[src/rtl/sisc_pkg.sv]
// Shared constants and types for the SISC control unit: opcodes, ALU selects,
// status bit positions, FSM state encoding and the registered control bundle.
package sisc_pkg;

  localparam logic [3:0] OP_NOP = 4'b0000;
  localparam logic [3:0] OP_ALU = 4'b0001;
  localparam logic [3:0] OP_LOD = 4'b0010;
  localparam logic [3:0] OP_STR = 4'b0011;
  localparam logic [3:0] OP_BRA = 4'b0100;
  localparam logic [3:0] OP_BRR = 4'b0101;
  localparam logic [3:0] OP_BNE = 4'b0110;
  localparam logic [3:0] OP_BNR = 4'b0111;
  localparam logic [3:0] OP_HLT = 4'b1111;

  // alu_op[3:1] operation selects
  localparam logic [2:0] ALU_RR  = 3'b000;
  localparam logic [2:0] ALU_RI  = 3'b001;
  localparam logic [2:0] ALU_ADD = 3'b010;
  localparam logic [2:0] ALU_RSB = 3'b111;

  // stat = {C,V,N,Z}
  localparam int STAT_Z = 0;
  localparam int STAT_N = 1;
  localparam int STAT_V = 2;
  localparam int STAT_C = 3;

  typedef enum logic [2:0] {
    S_START     = 3'd0,
    S_FETCH     = 3'd1,
    S_DECODE    = 3'd2,
    S_EXECUTE   = 3'd3,
    S_MEM       = 3'd4,
    S_WRITEBACK = 3'd5,
    S_HALT      = 3'd6
  } state_e;

  typedef struct packed {
    logic [3:0] alu_op;
    logic       ir_load;
    logic       pc_write;
    logic       pc_sel;
    logic       br_sel;
    logic       pc_rst;
    logic       rf_we;
    logic       wb_sel;
    logic       mm_sel;
    logic       dm_we;
    logic       halt;
  } ctrl_t;

  function automatic logic is_defined_op(input logic [3:0] op);
    return (op <= OP_BNR) || (op == OP_HLT);
  endfunction

endpackage

[src/rtl/sisc_br_eval.sv]
// Branch condition evaluator: decides whether a branch opcode is taken given
// its mask field and the current {C,V,N,Z} status.
module sisc_br_eval
  import sisc_pkg::*;
(
  input  logic [3:0] op,
  input  logic [3:0] mm,
  input  logic [3:0] stat,
  output logic       taken
);

  always_comb begin
    taken = 1'b0;
    case (op)
      OP_BRA, OP_BRR: taken = (mm == 4'b0000) || (|(mm & stat));
      OP_BNE, OP_BNR: taken = ~|(mm & stat);
      default:        taken = 1'b0;
    endcase
  end

endmodule

[src/rtl/sisc_ctrl.sv]
// Multi-cycle SISC control unit: START -> FETCH -> DECODE -> EXECUTE -> MEM -> WRITEBACK.
// Optional feature: define SISC_ILLEGAL_TRAP_EN to halt on undefined opcodes.
module sisc_ctrl
  import sisc_pkg::*;
#(
  parameter int INSTR_W      = 32,
  parameter int START_CYCLES = 2
) (
  input  logic               clk,
  input  logic               rst,
  input  logic [INSTR_W-1:0] ir,
  input  logic [3:0]         stat,
  output logic [3:0]         alu_op,
  output logic               ir_load,
  output logic               pc_write,
  output logic               pc_sel,
  output logic               br_sel,
  output logic               pc_rst,
  output logic               rf_we,
  output logic               wb_sel,
  output logic               mm_sel,
  output logic               dm_we,
  output logic               halt,
  output logic [2:0]         state_dbg
);

`ifdef SISC_ILLEGAL_TRAP_EN
  localparam bit TRAP_EN = 1'b1;
`else
  localparam bit TRAP_EN = 1'b0;
`endif

  localparam int CW = $clog2(START_CYCLES + 1);
  localparam logic [CW-1:0] CNT_LAST = CW'(START_CYCLES - 1);

  logic [3:0] op;
  logic [3:0] mm;
  logic       br_taken;
  logic       unused_ir;

  state_e        state_q, state_d;
  logic [CW-1:0] cnt_q, cnt_d;
  ctrl_t         ctrl_q, ctrl_d;

  assign op        = ir[INSTR_W-1 -: 4];
  assign mm        = ir[INSTR_W-5 -: 4];
  assign unused_ir = ^ir[INSTR_W-9:0];

  sisc_br_eval u_br_eval (
    .op    (op),
    .mm    (mm),
    .stat  (stat),
    .taken (br_taken)
  );

  always_comb begin
    state_d = state_q;
    cnt_d   = cnt_q;
    ctrl_d  = '0;

    case (state_q)
      S_START: begin
        if (cnt_q == CNT_LAST) begin
          state_d = S_FETCH;
          cnt_d   = '0;
        end else begin
          cnt_d = cnt_q + 1'b1;
        end
      end
      S_FETCH:     state_d = S_DECODE;
      S_DECODE: begin
        if (op == OP_HLT || (TRAP_EN && !is_defined_op(op))) state_d = S_HALT;
        else                                                state_d = S_EXECUTE;
      end
      S_EXECUTE:   state_d = S_MEM;
      S_MEM:       state_d = S_WRITEBACK;
      S_WRITEBACK: state_d = S_FETCH;
      S_HALT:      state_d = S_HALT;
      default:     state_d = S_START;
    endcase

    // Outputs are Moore: computed for the state being entered, so the branch
    // decision is captured from stat on the DECODE -> EXECUTE edge.
    case (state_d)
      S_START: ctrl_d.pc_rst = 1'b1;
      S_FETCH: begin
        ctrl_d.ir_load  = 1'b1;
        ctrl_d.pc_write = 1'b1;
      end
      S_EXECUTE: begin
        case (op)
          OP_ALU: ctrl_d.alu_op = {(mm[3] ? ALU_RI : ALU_RR), 1'b1};
          OP_LOD, OP_STR: ctrl_d.alu_op = {ALU_ADD, 1'b0};
          OP_BRA, OP_BRR, OP_BNE, OP_BNR: begin
            ctrl_d.pc_write = br_taken;
            ctrl_d.pc_sel   = br_taken;
            ctrl_d.br_sel   = br_taken && (op == OP_BRA || op == OP_BNE);
          end
          default: ;
        endcase
      end
      S_MEM: begin
        if (op == OP_STR) begin
          ctrl_d.dm_we  = 1'b1;
          ctrl_d.mm_sel = mm[3];
        end else if (op == OP_LOD) begin
          ctrl_d.mm_sel = mm[3];
        end
      end
      S_WRITEBACK: begin
        if (op == OP_ALU) begin
          ctrl_d.rf_we = 1'b1;
        end else if (op == OP_LOD) begin
          // address source kept steady while the read data is written back
          ctrl_d.rf_we  = 1'b1;
          ctrl_d.wb_sel = 1'b1;
          ctrl_d.mm_sel = mm[3];
        end
      end
      S_HALT:  ctrl_d.halt = 1'b1;
      default: ;
    endcase
  end

  always_ff @(posedge clk or posedge rst) begin
    if (rst) begin
      state_q       <= S_START;
      cnt_q         <= '0;
      ctrl_q        <= '0;
      ctrl_q.pc_rst <= 1'b1;
    end else begin
      state_q <= state_d;
      cnt_q   <= cnt_d;
      ctrl_q  <= ctrl_d;
    end
  end

  assign alu_op    = ctrl_q.alu_op;
  assign ir_load   = ctrl_q.ir_load;
  assign pc_write  = ctrl_q.pc_write;
  assign pc_sel    = ctrl_q.pc_sel;
  assign br_sel    = ctrl_q.br_sel;
  assign pc_rst    = ctrl_q.pc_rst;
  assign rf_we     = ctrl_q.rf_we;
  assign wb_sel    = ctrl_q.wb_sel;
  assign mm_sel    = ctrl_q.mm_sel;
  assign dm_we     = ctrl_q.dm_we;
  assign halt      = ctrl_q.halt;
  assign state_dbg = state_q;

endmodule
[config.mk]
export PLATFORM = sky130hd
export DESIGN_NAME = sisc_ctrl
export DESIGN_NICKNAME = d
export VERILOG_FILES = /design/src/rtl/sisc_pkg.sv /design/src/rtl/sisc_br_eval.sv /design/src/rtl/sisc_ctrl.sv
export SDC_FILE = /design/constraint.sdc
export NUM_CORES = 1
export LEC_CHECK = 0
export BUFFER_PORTS_ARGS = -buffer_cell sky130_fd_sc_hd__buf_4
export CAP_MARGIN = 25
export CORE_MARGIN = 2
export CORE_UTILIZATION = 43
export DETAILED_ROUTE_END_ITERATION = 8
export GPL_ROUTABILITY_DRIVEN = 0
export PLACE_DENSITY = 0.81
export SETUP_SLACK_MARGIN = 0.2
export SYNTH_ARGS = -nofsm -noshare
export SYNTH_HDL_FRONTEND = slang
export SYNTH_SLANG_ARGS = --single-unit
[constraint.sdc]
create_clock -name clk -period 2.5 [get_ports clk]
set_clock_uncertainty 0.05 [all_clocks]
set_input_delay 0.375 -clock clk [delete_from_list [all_inputs] [get_ports clk]]
set_output_delay 0.375 -clock clk [all_outputs]
set_load 0.02 [all_outputs]
; ---- Word-level counts from Yosys, hierarchy flattened
; Cells that the tools add are included.
[op_classes]
addsub = 1
mux = 23
bitwise_logic = 1
eq_ne = 20
reduce_logical = 12
[op_table]
columns = cell, n
row1 = $pmux W3 S7, 1
row2 = $eq A3 B3 Y1 const B, 6
row3 = $eq A4 B3 Y1 const B, 4
row4 = $mux W3, 4
row5 = $eq A3 B2 Y1 const B, 3
row6 = $mux W1, 9
row7 = $eq A4 B2 Y1 const B, 2
row8 = $mux W2, 4
row9 = $reduce_or A4 Y1, 2
row10 = $eq A3 B1 Y1 const B, 2
row11 = $logic_not A3 Y1, 2
row12 = $pmux W1 S2, 3
row13 = $pmux W3 S2, 1
row14 = $reduce_or A2 Y1, 3
row15 = $and A4 B4 Y4, 1
row16 = $eq A4 B1 Y1 const B, 1
row17 = $eq A4 B4 Y1 const B, 1
row18 = $logic_not A4 Y1, 1
row19 = $mux W4, 1
row20 = $add A2 B1 Y2 const B, 1
row21 = $eq A2 B1 Y1 const B, 1
row22 = $logic_or A1 B1 Y1, 2
row23 = $logic_and A1 B1 Y1, 1
row24 = $logic_not A1 Y1, 1
[word_totals]
out_inout_bits = 17
regBits = 19
wordCells = 70

; ---- Longest topological paths before layout
; Gate-level depths: netlist of the first run.
[depth]
ltp_word = 7
mapped_depth = 4
ltp_nobuf = 3

; ---- Modules after synthesis
; A second synthesis of the first run with hierarchy kept.
[hier_totals]
hier_cells = 71
hier_area_um2 = 798.3
[by_module_without_submodules]
columns = module, instances, area_per_inst_um2, seq_area_each_um2, cells_per_inst
row1 = sisc_ctrl, 1, 750.7, 451.7, 65
row2 = sisc_br_eval, 1, 47.5, 0.0, 6

; ---- Least setup slack after synthesis of the first run
; Ideal clock, no wire load.
[synth_timing]
kind = register to register
start = register state_q[2] (netlist: state_dbg[2])
end = register ctrl_q, in the netlist pc_write
period_less_slack_ps = 1534
n_path_buf = 1
t_arrival_ps = 1388
setup_time_ps = 95
stages_incl_launch_ff = 4
path_slack_ps = 966
t_required_ps = 2355
cell_sequence = dfrtp_1 > buf_4 > or4b_4 > o32ai_2
[synth_lines]
columns = element, line
row1 = from (decl), sisc_ctrl.sv:41  ; state_e state_q, state_d;
row2 = from (signal assigned), sisc_ctrl.sv:132  ; state_q <= state_d;
row3 = to (signal assigned), sisc_ctrl.sv:134  ; ctrl_q <= ctrl_d;
row4 = to (decl), sisc_ctrl.sv:43  ; ctrl_t ctrl_q, ctrl_d;

==> results of run 1 <==
==> Yosys cell counts (all sizes together) <==
cell / n
a21boi: 1
a21oi: 3
a22oi: 2
a41oi: 1
and3: 1
and4: 1
buf: 4
clkbuf: 1
conb: 1
dfrtp: 17
dfstp: 1
inv: 4
mux2i: 1
nand2: 6
nand2b: 2
nand3: 3
nand4b: 1
nor2: 7
nor3: 3
nor3b: 1
nor4: 1
nor4b: 2
o21ai: 3
o22ai: 1
o32ai: 1
or4: 1
or4b: 1
xnor2: 2
==> critical path, delay by kind of cell (launching register included) <==
| family | cells | cell delay [ns] |
|---|---|---|
| flops | 1 | 0.55 |
| simple gates | 2 | 0.74 |
| compound gates | 1 | 0.25 |
==> cell usage in the layout, fill, tap and decap left out, drive strengths merged, types with 3 or more instances in the layout <==
master / count
dfrtp: 17
clkbuf: 4
o21ai: 3
nor3: 3
nand3: 3
buf: 29
nand2: 6
nor2: 7
a21oi: 3
inv: 4
==> layout make-up <==
type	count	area, um^2	share of cell area
Clock buffer	4	36.28	0.03384
Inverter	4	15.01	0.01400
Multi-Input combinational cell	46	320.3	0.2987
Sequential cell	18	451.7	0.4212
Tap cell	25	31.28	0.02917
Timing Repair Buffer	29	217.7	0.2030
==> report_power, final <==
group	switching, mW	total [mW]	leakage [nW]	internal (mW)
Clock	0.0858	0.174	0.0210	0.0886
Combinational	0.198	0.375	0.268	0.177
Sequential	0.0957	0.450	0.238	0.355
Total	0.379	1.00	0.527	0.621
==> how the worst max path moves through the flow <==
stage	startpoint	endpoint	slack, ns
2_1_floorplan	state_dbg[2]$_DFF_PP0_	pc_write$_DFF_PP0_	0.97
3_3_place_gp	state_dbg[0]$_DFF_PP0_	pc_write$_DFF_PP0_	0.85
3_5_place_dp	state_dbg[0]$_DFF_PP0_	pc_write$_DFF_PP0_	0.85
4_1_cts	state_dbg[0]$_DFF_PP0_	pc_write$_DFF_PP0_	0.83
5_1_grt	state_dbg[0]$_DFF_PP0_	pc_write$_DFF_PP0_	0.73
6_report	state_dbg[0]$_DFF_PP0_	pc_write$_DFF_PP0_	0.84
==> state kept, by name, indices dropped and copies added (netlist names) <==
register / count
pc_write: 1
pc_sel: 1
wb_sel: 1
br_sel: 1
rf_we: 1
mm_sel: 1
state_dbg: 3
ir_load: 1
cnt_q: 2
alu_op: 3
pc_rst: 1
dm_we: 1
halt: 1
==> per-stage QoR <==
| step | instances | hold WS [ns] | area (um^2) | total power [mW] |
|---|---|---|---|---|
| finish | 126 | 0.1214 | 1072 | 0.9997 |
| global route | 126 | 0.1602 | 1072 | 1.065 |
| CTS | 126 | 0.1373 | 1072 | 1.003 |
| detailed placement | 122 | 0.4323 | 1036 | 0.8296 |
| global placement | 122 | 0.4095 | 1036 | 0.8164 |
| floorplan | 73 | 0.2628 | 817.0 | 0.7094 |
==> cells by family (layout without fill, tap and decap cells) <==
kind of cell	after synthesis	after routing	synth area share
other	1	1	0.004590
flip-flops	18	18	0.5528
AO/OA/AOI/OAI	12	12	0.1026
multiplexers	1	1	0.01225
AND/OR/NAND/NOR	30	30	0.2511
XOR/XNOR	2	2	0.02144
buffers and inverters	9	37	0.05511
==> metal layers <==
metal	vias to the layer above	part of all wire
li1	309	-
met1	295	0.40
met2	24	0.50
met3	2	0.075
met4	0	0.016
met5	-	0
==> impl_metrics.csv, run 1 <==
group,metric,value,unit
route,post_drt_wl_per_cell,12.51,um
pwr,leakage,0.5271,nW
place,dp_worst_setup_slack,0.8501,ns
grt,grt_use_total,0.1569,
critical_path,cp.required,2.66,ns
floorplanning,rows,15,
route,drt-initial-drc-count,6,
clocking,h-tree-depth,1,
final_layout,syn_to_final_growth,31.24,%
floorplanning,io_pins,55,
critical_path,crit_arrival,1.82,ns
floorplanning,start_util,0.4631,
sta,worst_pin_slew,0.6613,ns
sta,hold_viol,0,
clocking,cts_setup_buffers,0,
synthesis,synth_warnings,0,
place,dpl.hpwl,1193,um
clocking,cts-buffers-inserted,3,
synthesis,synth_top_cell_area_share,0.5207,
grt,gr-max-usage-layer,"met2",
grt,grt_pass1_wl,2352,um
clocking,cts_resized,0,
floorplanning,core,1764,um^2
place,port_buffers,29,
critical_path,max_stage_delay,0.55,ns
final_layout,n_fill_cell,159,
synthesis,synth_top_area_cell,"dfrtp_1",
clocking,clock_path_buffers,2,
sta,final_max_slew_viol_count,0,
synthesis,synth.area.top_cells,"dfrtp_1 52%, dfstp_2 3.2%, nor2_1 3.2%",
clocking,cts_root_buf,"clkbuf_4",
grt,grt.met3_usage,0.04528,
critical_path,reg2reg_to,"pc_write$_DFF_PP0_",
critical_path,cp_max_fo,14,
clocking,clk_pin_slew,0.10,ns
clocking,cts.sinks,18,
grt,antenna_found_initial,0,
final_layout,num_antenna_cells,0,
hold_path,hold_path.class,"input pin to asynchronous set/reset pin",
route,post_drt_via_cell_ratio,5.000,
critical_path,worstPathCellList,"nand2b_4, or4b_4, o32ai_2",
route,firstDrtPassIters,3,
sta,finalSetupTns,0,ns
synthesis,ys_seq_area_frac,0.5528,
route,final_antenna_net_count,0,
sta,finalWorstSetupSlack,0.8384,ns
synthesis,synth_seq_cells,18,
synthesis,avgSynthCellArea,11.19,um^2
run,maxCapViolations,0,
outcome,status,"complete, no violations",
final_layout,fin_nets,140,
critical_path,path_class,"register to register",
clocking,cts_tree,"yes",
pwr,vdd_ir_drop_max,517.0,uV
critical_path,r2r_cells,3,
grt,use_met2,0.2622,
sta,fin_crit,1.662,ns
synthesis,netlist_area,817.0,um^2
critical_path,r2r_start,"state_dbg[0]$_DFF_PP0_",
route,drc,0,
critical_path,r2r_slack,0.84,ns
synthesis,ys_types,32,
clocking,clock_latency,0.29,ns
floorplanning,fp.dieH,47.59,um
sta,rsz0062_at_grt,"false",
floorplanning,dieArea,2265,um^2
grt,grt_pass1_vias,548,
clocking,postCtsHoldBufs,0,
sta,max_freq,601.8,MHz
route,postRouteWirelength,1576,um
sta,min_period_over_period,0.6646,
synthesis,synth_nets,111,
grt,grt_overflow,0,
final_layout,layout-drive-gt1-share,0.4059,
final_layout,final_core_util,0.6078,
sta,finalSetupViolCount,0,
synthesis,syn_inst,73,
route,vias,630,
critical_path,crit_path_start_kind,"register",
critical_path,end_kind,"register",
sta,max-slew-margin-rel,0.5587,
grt,grt_max_degree,19,
critical_path,cp_slowest_cell,"dfrtp_1",
pwr,power_density,932.3,nW/um^2
floorplanning,fp.dieW,47.59,um
grt,grt_use_met1,0.1758,
(Power assumes the default switching activity.)
==> run 2, diff against run 1 <==
--- a/config.mk
+++ b/config.mk
@@ -8,10 +8,10 @@
 export BUFFER_PORTS_ARGS = -buffer_cell sky130_fd_sc_hd__buf_4
 export CAP_MARGIN = 25
 export CORE_MARGIN = 2
-export CORE_UTILIZATION = 43
+export CORE_UTILIZATION = 40
 export DETAILED_ROUTE_END_ITERATION = 8
 export GPL_ROUTABILITY_DRIVEN = 0
-export PLACE_DENSITY = 0.81
+export PLACE_DENSITY = 0.76
 export SETUP_SLACK_MARGIN = 0.2
 export SYNTH_ARGS = -nofsm -noshare
 export SYNTH_HDL_FRONTEND = slang
==> constraint.sdc (replaced) <==
create_clock -name clk -period 1.6 [get_ports clk]
set_clock_uncertainty 0.05 [all_clocks]
set_input_delay 0.24 -clock clk [delete_from_list [all_inputs] [get_ports clk]]
set_output_delay 0.24 -clock clk [all_outputs]
set_load 0.02 [all_outputs]
==> run 2 against run 1 <==
Hold slack worse by 0.026 ns. Die area rose by 6.9%. Flip-flop and latch count unchanged. Clock power increased by 28%. Critical endpoint unchanged. Largest cell class unchanged. Largest power group is now combinational cells.
==> impl_metrics.csv, run 2 (synthesis results as in run 1) <==
group,metric,value,unit
critical_path,max_stage_delay,0.50,ns
grt,gr-max-usage-layer,"met2",
sta,fin_crit,1.395,ns
final_layout,num_antenna_cells,0,
sta,rsz0062_at_grt,"true",
outcome,status,"complete, no violations",
run,maxCapViolations,0,
route,drc,0,
grt,grt_pass1_vias,605,
critical_path,crit_path_start_kind,"register",
grt,grt_use_met1,0.1952,
route,post_drt_wl_per_cell,11.84,um
hold_path,hold_path.class,"input pin to register",
place,dp_cells,127,
critical_path,worstPathCellList,"nand2b_4, or4b_4, o32ai_2",
floorplanning,fp.dieH,49.20,um
critical_path,crit_arrival,1.53,ns
route,firstDrtPassIters,4,
sta,finalSetupViolCount,0,
floorplanning,io_pins,55,
pwr,power_density,1417,nW/um^2
critical_path,path_class,"register to register",
grt,antenna_found_initial,0,
final_layout,syn_to_final_growth,35.68,%
sta,final_max_slew_viol_count,0,
final_layout,layout-drive-gt1-share,0.4434,
critical_path,cp.required,1.74,ns
grt,grt_max_degree,14,
clocking,cts-buffers-inserted,3,
critical_path,crit_buf_inv,0,
clocking,clock_latency,0.29,ns
sta,min_period_over_period,0.8720,
critical_path,cp_slowest_cell,"or4b_4",
clocking,cts.sinks,18,
grt,grt.met3_usage,0.02454,
final_layout,final_core_util,0.5709,
final_layout,final_common_cell,"buf_4",
sta,finalSetupTns,0,ns
route,postRouteWirelength,1575,um
grt,grt_overflow,0,
pwr,vdd_ir_drop_max,816.5,uV
pwr,leakage,0.5424,nW
clocking,cts_root_buf,"clkbuf_4",
clocking,clk_pin_slew,0.10,ns
floorplanning,core,1942,um^2
critical_path,end_kind,"register",
route,post_drt_via_cell_ratio,4.955,
sta,max_freq,716.7,MHz
route,final_antenna_net_count,0,
final_layout,final_cell_count_no_fill,133,
sta,finalWorstSetupSlack,0.2048,ns
place,dpl.hpwl,1207,um
critical_path,cpLargestDelayFamily,"simple AND/OR/NAND/NOR gates",
place,dp_worst_setup_slack,0.1185,ns
clocking,clock_path_buffers,2,
clocking,h-tree-depth,1,
route,vias,659,
final_layout,n_fill_cell,169,
route,drt-initial-drc-count,18,
sta,hold_viol,0,
critical_path,cp_max_fo,3,
grt,grt_pass1_wl,2697,um
grt,use_met2,0.2207,
floorplanning,start_util,0.4207,
place,port_buffers,29,
floorplanning,rows,16,
floorplanning,dieArea,2420,um^2
final_layout,fin_nets,145,
final_layout,layout_common_cells,"33 x buf_4, 14 x dfrtp_1, 7 x nor2_1",
floorplanning,fp.dieW,49.20,um
clocking,cts_tree,"yes",
grt,grt_use_total,0.1417,
## run 2: cell count changes in the layout (fill, tap and decap cells not counted)
| cell | change |
|---|---|
| buf_4 | +4 |
| clkbuf_1 | +1 |
| clkbuf_8 | -1 |
| dfrtp_1 | -3 |
| dfrtp_2 | +3 |
| dlygate4sd3_1 | +1 |
## run 2: per-layer routing
| metal | share of wire | up-vias |
|---|---|---|
| li1 | - | 319 |
| met1 | 0.44 | 314 |
| met2 | 0.48 | 22 |
| met3 | 0.061 | 4 |
| met4 | 0.017 | 0 |
| met5 | 0 | - |
## run 2: worst paths after layout
path | startpoint | cells past startpoint | slack (ns) | end
min reg2reg | cnt_q[0]$_DFFE_PP0N_ | 1 | 0.42 | cnt_q[1]$_DFFE_PP0N_
max | state_dbg[0]$_DFF_PP0_ | 3 | 0.20 | pc_write$_DFF_PP0_
max reg2reg | state_dbg[0]$_DFF_PP0_ | 3 | 0.20 | pc_write$_DFF_PP0_
max in group asynchronous | rst | 4 | 0.59 | ir_load$_DFF_PP0_
min | ir[28] | 2 | 0.1 | br_sel$_DFF_PP0_
min in group asynchronous | rst | 3 | 0.44 | dm_we$_DFF_PP0_
## run 2: stage by stage
stage	area [um^2]	hold slack (ns)	power, mW
global placement	1065	0.2072	1.324
detailed placement	1065	0.2135	1.341
floorplan	824.5	0.1276	1.124
global route	1109	0.09836	1.680
CTS	1109	0.08851	1.583
finish	1109	0.09541	1.571
## run 2: power by group
| group | switching (mW) | internal (mW) |
|---|---|---|
| clock | 0.125 | 0.0967 |
| sequential | 0.0571 | 0.563 |
| combinational | 0.405 | 0.324 |
| total | 0.588 | 0.983 |
## run 2: what timing repair did
action                                 in CTS  in global routing
pin swaps                                   1                  0
setup endpoints to repair                   2                  3
gates cloned                                0                  0
setup buffers                               1                  0
gates resized for setup                     0                  0
hold buffers                                1                  0
endpoints found under the hold margin       9                  0
## run 2: final cells by class
type / count / area (um^2) / share of cell area
well taps: 27 / 33.78 / 0.03047
clock buffers: 4 / 26.28 / 0.02370
flip-flops and latches: 18 / 455.4 / 0.4108
inverters: 4 / 15.01 / 0.01354
multi-input cells: 46 / 320.3 / 0.2889
repair buffers: 34 / 257.7 / 0.2325
## run 2: worst register-to-register path: stages (launching register included)
cell      delay (ns)
dfrtp_2         0.41
nand2b_4        0.14
or4b_4          0.50
o32ai_2         0.20
